==> src/rtl/dm_arb_if.sv <==
// dm_arb_if: requester, completion and data-memory signals of the dm_arb arbiter.
// slave = arbiter side, master = requesters plus memory.
interface dm_arb_if;
   logic        p0_req,    p1_req;
   logic        p0_we,     p1_we;
   logic [31:0] p0_addr,   p1_addr;
   logic [31:0] p0_wdata,  p1_wdata;
   logic [2:0]  p0_type,   p1_type;
   logic        p0_gnt,    p1_gnt;
   logic        p0_rvalid, p1_rvalid;
   logic [31:0] rdata;
   logic        err;
   logic        dm_DMWr;
   logic [31:0] dm_addr;
   logic [31:0] dm_din;
   logic [2:0]  dm_DMType;
   logic [31:0] dm_dout;

   modport slave (
      input  p0_req, p1_req, p0_we, p1_we, p0_addr, p1_addr,
             p0_wdata, p1_wdata, p0_type, p1_type, dm_dout,
      output p0_gnt, p1_gnt, p0_rvalid, p1_rvalid, rdata, err,
             dm_DMWr, dm_addr, dm_din, dm_DMType
   );

   modport master (
      output p0_req, p1_req, p0_we, p1_we, p0_addr, p1_addr,
             p0_wdata, p1_wdata, p0_type, p1_type, dm_dout,
      input  p0_gnt, p1_gnt, p0_rvalid, p1_rvalid, rdata, err,
             dm_DMWr, dm_addr, dm_din, dm_DMType
   );
endinterface

==> src/rtl/dm_arb.sv <==
// dm_arb: two-port data-memory arbiter, CPU port 0 favoured with a bounded DMA wait.
// Define DM_ARB_MISALIGN_CHK_EN to suppress and flag misaligned word/half accesses.
module dm_arb #(
   parameter int unsigned CPU_PRIO_MAX = 4
) (
   input  logic    clk,
   input  logic    rstn,
   dm_arb_if.slave bus
);
   localparam logic [3:0] PRIO_MAX = 4'(CPU_PRIO_MAX);

   typedef enum logic {IDLE, ACCESS} state_e;

   state_e      state_q, state_d;
   logic        arb_en_q, arb_en_d;
   logic [3:0]  streak_q, streak_d;
   logic        cmd_we_q, cmd_we_d;
   logic [31:0] cmd_addr_q, cmd_addr_d;
   logic [31:0] cmd_wdata_q, cmd_wdata_d;
   logic [2:0]  cmd_type_q, cmd_type_d;
   logic        owner_q, owner_d;
   logic        p0_rvalid_q, p0_rvalid_d;
   logic        p1_rvalid_q, p1_rvalid_d;
   logic [31:0] rdata_q, rdata_d;
   logic        err_q, err_d;
   logic        win_p0, win_p1;
   logic        misalign;

`ifdef DM_ARB_MISALIGN_CHK_EN
   always_comb begin
      misalign = 1'b0;
      case (cmd_type_q)
         3'b000:         misalign = (cmd_addr_q[1:0] != 2'b00);
         3'b001, 3'b010: misalign = cmd_addr_q[0];
         default:        misalign = 1'b0;
      endcase
   end
`else
   assign misalign = 1'b0;
`endif

   // Grants are held off until the first clock edge after reset release.
   always_comb begin
      win_p0 = 1'b0;
      win_p1 = 1'b0;
      if (state_q == IDLE && arb_en_q) begin
         if (bus.p1_req && (!bus.p0_req || streak_q >= PRIO_MAX)) win_p1 = 1'b1;
         else if (bus.p0_req)                                     win_p0 = 1'b1;
      end
   end

   always_comb begin
      state_d     = state_q;
      arb_en_d    = 1'b1;
      streak_d    = streak_q;
      cmd_we_d    = cmd_we_q;
      cmd_addr_d  = cmd_addr_q;
      cmd_wdata_d = cmd_wdata_q;
      cmd_type_d  = cmd_type_q;
      owner_d     = owner_q;
      p0_rvalid_d = 1'b0;
      p1_rvalid_d = 1'b0;
      rdata_d     = rdata_q;
      err_d       = err_q;
      case (state_q)
         IDLE: begin
            if (!bus.p1_req || win_p1)           streak_d = '0;
            else if (win_p0 && streak_q != 4'hF) streak_d = streak_q + 4'd1;
            if (win_p1) begin
               state_d     = ACCESS;
               owner_d     = 1'b1;
               cmd_we_d    = bus.p1_we;
               cmd_addr_d  = bus.p1_addr;
               cmd_wdata_d = bus.p1_wdata;
               cmd_type_d  = bus.p1_type;
            end else if (win_p0) begin
               state_d     = ACCESS;
               owner_d     = 1'b0;
               cmd_we_d    = bus.p0_we;
               cmd_addr_d  = bus.p0_addr;
               cmd_wdata_d = bus.p0_wdata;
               cmd_type_d  = bus.p0_type;
            end
         end
         ACCESS: begin
            state_d     = IDLE;
            p0_rvalid_d = !owner_q;
            p1_rvalid_d = owner_q;
            rdata_d     = (cmd_we_q || misalign) ? '0 : bus.dm_dout;
            err_d       = misalign;
         end
         default: state_d = IDLE;
      endcase
   end

   always_ff @(posedge clk or negedge rstn) begin
      if (!rstn) begin
         state_q     <= IDLE;
         arb_en_q    <= 1'b0;
         streak_q    <= '0;
         cmd_we_q    <= 1'b0;
         cmd_addr_q  <= '0;
         cmd_wdata_q <= '0;
         cmd_type_q  <= '0;
         owner_q     <= 1'b0;
         p0_rvalid_q <= 1'b0;
         p1_rvalid_q <= 1'b0;
         rdata_q     <= '0;
         err_q       <= 1'b0;
      end else begin
         state_q     <= state_d;
         arb_en_q    <= arb_en_d;
         streak_q    <= streak_d;
         cmd_we_q    <= cmd_we_d;
         cmd_addr_q  <= cmd_addr_d;
         cmd_wdata_q <= cmd_wdata_d;
         cmd_type_q  <= cmd_type_d;
         owner_q     <= owner_d;
         p0_rvalid_q <= p0_rvalid_d;
         p1_rvalid_q <= p1_rvalid_d;
         rdata_q     <= rdata_d;
         err_q       <= err_d;
      end
   end

   assign bus.p0_gnt    = win_p0;
   assign bus.p1_gnt    = win_p1;
   assign bus.p0_rvalid = p0_rvalid_q;
   assign bus.p1_rvalid = p1_rvalid_q;
   assign bus.rdata     = rdata_q;
   assign bus.err       = err_q;
   assign bus.dm_DMWr   = (state_q == ACCESS) && cmd_we_q && !misalign;
   assign bus.dm_addr   = cmd_addr_q;
   assign bus.dm_din    = cmd_wdata_q;
   assign bus.dm_DMType = cmd_type_q;
endmodule

==> src/flat_wrapper.sv <==
// flat-port wrapper written by rule: the top's interface ports become plain ports
module dm_arb_flat 
#(
   parameter int unsigned CPU_PRIO_MAX = 4
)
  (clk, rstn, bus_p0_req, bus_p1_req, bus_p0_we, bus_p1_we, bus_p0_addr, bus_p1_addr, bus_p0_wdata, bus_p1_wdata, bus_p0_type, bus_p1_type, bus_dm_dout, bus_p0_gnt, bus_p1_gnt, bus_p0_rvalid, bus_p1_rvalid, bus_rdata, bus_err, bus_dm_DMWr, bus_dm_addr, bus_dm_din, bus_dm_DMType);
  dm_arb_if bus_i ();
  input  logic clk;
  input  logic rstn;
  input wire logic [$bits(bus_i.p0_req)-1:0] bus_p0_req;
  input wire logic [$bits(bus_i.p1_req)-1:0] bus_p1_req;
  input wire logic [$bits(bus_i.p0_we)-1:0] bus_p0_we;
  input wire logic [$bits(bus_i.p1_we)-1:0] bus_p1_we;
  input wire logic [$bits(bus_i.p0_addr)-1:0] bus_p0_addr;
  input wire logic [$bits(bus_i.p1_addr)-1:0] bus_p1_addr;
  input wire logic [$bits(bus_i.p0_wdata)-1:0] bus_p0_wdata;
  input wire logic [$bits(bus_i.p1_wdata)-1:0] bus_p1_wdata;
  input wire logic [$bits(bus_i.p0_type)-1:0] bus_p0_type;
  input wire logic [$bits(bus_i.p1_type)-1:0] bus_p1_type;
  input wire logic [$bits(bus_i.dm_dout)-1:0] bus_dm_dout;
  output wire logic [$bits(bus_i.p0_gnt)-1:0] bus_p0_gnt;
  output wire logic [$bits(bus_i.p1_gnt)-1:0] bus_p1_gnt;
  output wire logic [$bits(bus_i.p0_rvalid)-1:0] bus_p0_rvalid;
  output wire logic [$bits(bus_i.p1_rvalid)-1:0] bus_p1_rvalid;
  output wire logic [$bits(bus_i.rdata)-1:0] bus_rdata;
  output wire logic [$bits(bus_i.err)-1:0] bus_err;
  output wire logic [$bits(bus_i.dm_DMWr)-1:0] bus_dm_DMWr;
  output wire logic [$bits(bus_i.dm_addr)-1:0] bus_dm_addr;
  output wire logic [$bits(bus_i.dm_din)-1:0] bus_dm_din;
  output wire logic [$bits(bus_i.dm_DMType)-1:0] bus_dm_DMType;
  assign bus_i.p0_req = bus_p0_req;
  assign bus_i.p1_req = bus_p1_req;
  assign bus_i.p0_we = bus_p0_we;
  assign bus_i.p1_we = bus_p1_we;
  assign bus_i.p0_addr = bus_p0_addr;
  assign bus_i.p1_addr = bus_p1_addr;
  assign bus_i.p0_wdata = bus_p0_wdata;
  assign bus_i.p1_wdata = bus_p1_wdata;
  assign bus_i.p0_type = bus_p0_type;
  assign bus_i.p1_type = bus_p1_type;
  assign bus_i.dm_dout = bus_dm_dout;
  assign bus_p0_gnt = bus_i.p0_gnt;
  assign bus_p1_gnt = bus_i.p1_gnt;
  assign bus_p0_rvalid = bus_i.p0_rvalid;
  assign bus_p1_rvalid = bus_i.p1_rvalid;
  assign bus_rdata = bus_i.rdata;
  assign bus_err = bus_i.err;
  assign bus_dm_DMWr = bus_i.dm_DMWr;
  assign bus_dm_addr = bus_i.dm_addr;
  assign bus_dm_din = bus_i.dm_din;
  assign bus_dm_DMType = bus_i.dm_DMType;
  dm_arb #(.CPU_PRIO_MAX(CPU_PRIO_MAX)) u_core (.clk(clk), .rstn(rstn), .bus(bus_i));
endmodule
==> config.mk <==
export PLATFORM = sky130hd
export DESIGN_NAME = dm_arb_flat
export DESIGN_NICKNAME = d
export VERILOG_FILES = /design/src/rtl/dm_arb_if.sv /design/src/rtl/dm_arb.sv /design/src/flat_wrapper.sv
export SDC_FILE = /design/constraint.sdc
export NUM_CORES = 1
export LEC_CHECK = 0
export CAP_MARGIN = 20
export CORE_MARGIN = 2
export CORE_UTILIZATION = 38
export DETAILED_ROUTE_END_ITERATION = 16
export GPL_TIMING_DRIVEN = 0
export PLACE_DENSITY = 0.89
export SLEW_MARGIN = 10
export SYNTH_ARGS = -nofsm -noshare
export SYNTH_HDL_FRONTEND = slang
export SYNTH_SLANG_ARGS = --single-unit
==> constraint.sdc <==
create_clock -name clk -period 2.1 [get_ports clk]
set_input_delay 0.525 -clock clk [delete_from_list [all_inputs] [get_ports clk]]
set_output_delay 0.525 -clock clk [all_outputs]
set_load 0.005 [all_outputs]
==> results.md <==
## Status
• **result of the run** complete, no violations

## Synth
• **sequential area share after synthesis** 56.8%
• **Mapped Cells** 411
• **count of yosys warnings during synthesis** 0
• **post-synthesis net count** 584
• **Yosys reg bits** 109
• **number of unique standard cell types used by synthesis** 24
• **mapped cell area** 4810 sq um
• **post-synthesis average cell area** 11.7 sq um

## Global routing
• **number of global-route vias before repair** 5,000
• **total routing resource utilization after global routing** 24.7%
• **pin count of the biggest net entering global routing** 78
• **initial antenna violation count** 0
• **gr ovfl total** 0
• **first-pass GRT wire length** 25.5 mm

## Critical path
• **worst reg-to-reg setup slack** 140 ps
• **arrival time of data at the critical path endpoint** 1480 ps
• **startpoint types** flip-flop
• **worst-path maximum fanout** 3
• **endpoint required time on the critical path** 1570 ps
• **crit end category** output port
• **kind of critical path** flip-flop to output port

## CTS
• **CTS hold repair buffers** 0
• **CTS Buf Count** 9
• **largest buffer count on any clock path** 2
• **number of H-tree branching levels** 3
• **CTS tree** yes
• **# clock sinks** 109
• **register clock-pin slew on the reported worst setup and hold paths** 70 ps
• **clock latency on the worst-skew pair** 350 ps
• **cell at the root of the clock tree** sky130_fd_sc_hd__clkbuf_16

## Timing
• **Peak Freq** 499 MHz
• **worst slew slack as a fraction of its limit** 62.3%
• **unrepaired setup endpoints after global routing** no
• **transition at the pin with the smallest max-transition slack** 565 ps
• **Slew Limit Fails** 0
• **number of failing hold endpoints at the final stage** 0
• **final setup vio count** 0
• **minimum clock period** 2000 ps
• **worst clock skew** 4.99 ps
• **share of the clock period used by the worst path after layout** 95.5%

## Placement
• **Port Buffer Count** 275
• **global placer's final weighted congestion** 0.837
• **placed instance area** 7800 sq um
• **post-DP HPWL** 12.6 mm
• **placed insts** 859

## Floorplanning
• **floorplan core area** 12,500 sq um
• **IO Pins** 277
• **Starting Density** 38.6%
• **die span in y** 116 um
• **DIE WIDTH** 116 um
• **overall die area** 13,600 sq um
• **row count** 41

## Layout
• **Antenna Diode Count** 0
• **net total in the final layout** 879
• **number of fill cells in the layout** 949
• **post-route insts no fill** 883
• **fraction of layout instances using a drive strength above 1** 6.61%
• **commonest cells after routing, fill and taps aside** sky130_fd_sc_hd__clkdlybuf4s50_1 (269), sky130_fd_sc_hd__dfrtp_1 (108), sky130_fd_sc_hd__nor3b_1 (69)
• **area added between synthesis and finish** 70.5%
• **final instance area** 8190 sq um
• **most common library cell in the layout ignoring fill and taps** sky130_fd_sc_hd__clkdlybuf4s50_1

## Run
• **reported max-cap violation count** 0

## Detailed routing
• **Iter 0 DRT Violations** 234
• **final routed DRC violation total** 0
• **wirelength, routed** 16.8 mm
• **via count of the routed design** 4,653
• **length of the first detailed-routing pass in iterations** 4
• **average via count per standard cell** 5.27
• **detailed-route wire length per cell** 19.0 um
• **residual antenna-violating net count after detailed routing** 0

## Power
• **post-layout power** 6000 uW
• **reported leakage power** 0.00334 uW
• **ratio of total power to cell area** 732 nW/um^2
• **peak ir drop on the vdd network** 0.000352 V

## Min path
• **path type of the worst min-delay path** primary input to asynchronous set/reset pin

-- metal layers --
| layer | part of all wire (%) | vias to the layer above | GRT usage [%] |
|---|---|---|---|
| li1 | - | 2109 | - |
| met1 | 39 | 2295 | 28.9 |
| met2 | 51 | 218 | 43.3 |
| met3 | 7.4 | 31 | 5.97 |
| met4 | 2.9 | 0 | 10.8 |
| met5 | 0 | - | 0 |
-- sequential cells by signal (all words and copies together) (netlist names) --
name / cells
u_core.bus.p0_rvalid: 1
u_core.arb_en_q: 1
u_core.cmd_we_q: 1
u_core.state_q: 1
u_core.bus.rdata: 32
u_core.bus.dm_addr: 32
u_core.bus.p1_rvalid: 1
u_core.bus.dm_DMType: 3
u_core.bus.dm_din: 32
u_core.streak_q: 4
u_core.owner_q: 1
-- worst max-delay path, stage by stage, from the launching register on --
cell and delay (ps):
sky130_fd_sc_hd__dfrtp_1 390, sky130_fd_sc_hd__buf_4 140, sky130_fd_sc_hd__nor2b_1 230, sky130_fd_sc_hd__and3_4 270
sky130_fd_sc_hd__buf_6 100
-- synthesized netlist by cell type, drive strengths merged --
| cell type | number | share of area [%] |
|---|---|---|
| ha | 1 | 0.26 |
| o21ai | 37 | 3.9 |
| buf | 11 | 2.2 |
| o221a | 1 | 0.23 |
| nand3 | 1 | 0.10 |
| or3b | 1 | 0.18 |
| dfrtp | 109 | 57 |
| conb | 2 | 0.16 |
| inv | 33 | 2.6 |
| clkbuf | 31 | 2.4 |
| and3 | 1 | 0.13 |
| nor2 | 2 | 0.16 |
| o21a | 2 | 0.31 |
| nor2b | 4 | 0.52 |
| nand3b | 26 | 4.1 |
| a221o | 68 | 14 |
| nor3b | 69 | 11 |
| nand2 | 9 | 0.70 |
| and2 | 2 | 0.26 |
| a21o | 1 | 0.16 |
-- kinds of logic after synthesis --
kind of cell             share of synthesized area, %
AO/OA/AOI/OAI                                    18.7
adder cells (fa/ha/maj)                         0.260
buffers and inverters                            7.21
flip-flops                                       56.8
other                                           0.156
AND/OR/NAND/NOR                                  16.9
-- final timing paths --
path                            cells after the start                  startpoint                                 end
worst max-delay path                                4    u_core.state_q$_DFF_PN0_                          bus_p1_gnt
worst min register to register                      1  u_core.owner_q$_DFFE_PN0P_      u_core.bus.p0_rvalid$_DFF_PN0_
max in group asynchronous                           2                        rstn         u_core.cmd_we_q$_DFFE_PN0P_
worst max register to register                      6    u_core.state_q$_DFF_PN0_   u_core.bus.dm_addr[7]$_DFFE_PN0P_
min in group clk                                    1  u_core.owner_q$_DFFE_PN0P_      u_core.bus.p0_rvalid$_DFF_PN0_
worst min-delay path                                1                        rstn  u_core.bus.dm_addr[13]$_DFFE_PN0P_
-- area by class of cell --
type / count / area [sq um] / share of cell area (%)
clock buffer: 15 / 268 / 3.27
clock inverter: 1 / 5.00 / 0.0611
buffer: 37 / 229 / 2.79
sequential: 109 / 2730 / 33.3
timing repair buffer: 289 / 2870 / 35.1
inverter: 33 / 124 / 1.51
multi-input combinational: 227 / 1750 / 21.4
tap: 172 / 215 / 2.63
-- stage by stage --
stage | utilization, % | setup TNS [ps] | hold slack, ps | worst slack [ps]
2_1_floorplan | - | 0 | 229 | 276
3_5_place_dp | 62.6 | -42230 | 430 | -1100
4_1_cts | 65.6 | -14.9 | 58.0 | -14.9
3_3_place_gp | 62.4 | -422930 | 496 | -3550
5_1_grt | 65.7 | 0 | 69.7 | 14.3
6_report | 65.7 | 0 | 53.2 | 95.3
-- where the power goes --
part	internal (uW)	switching [uW]	total [uW]
sequential	2450	233	2680
clock	871	732	1600
combinational	1160	560	1720
total	4480	1530	6000
-- repair_timing --
item,4_1_cts,5_1_grt
endpoints found under the hold margin,0,0
buffers inserted,10,3
setup endpoints to repair,73,4
resized for setup,29,2
pin swaps,3,1
No activity file was read; power rests on OpenSTA's default activity.
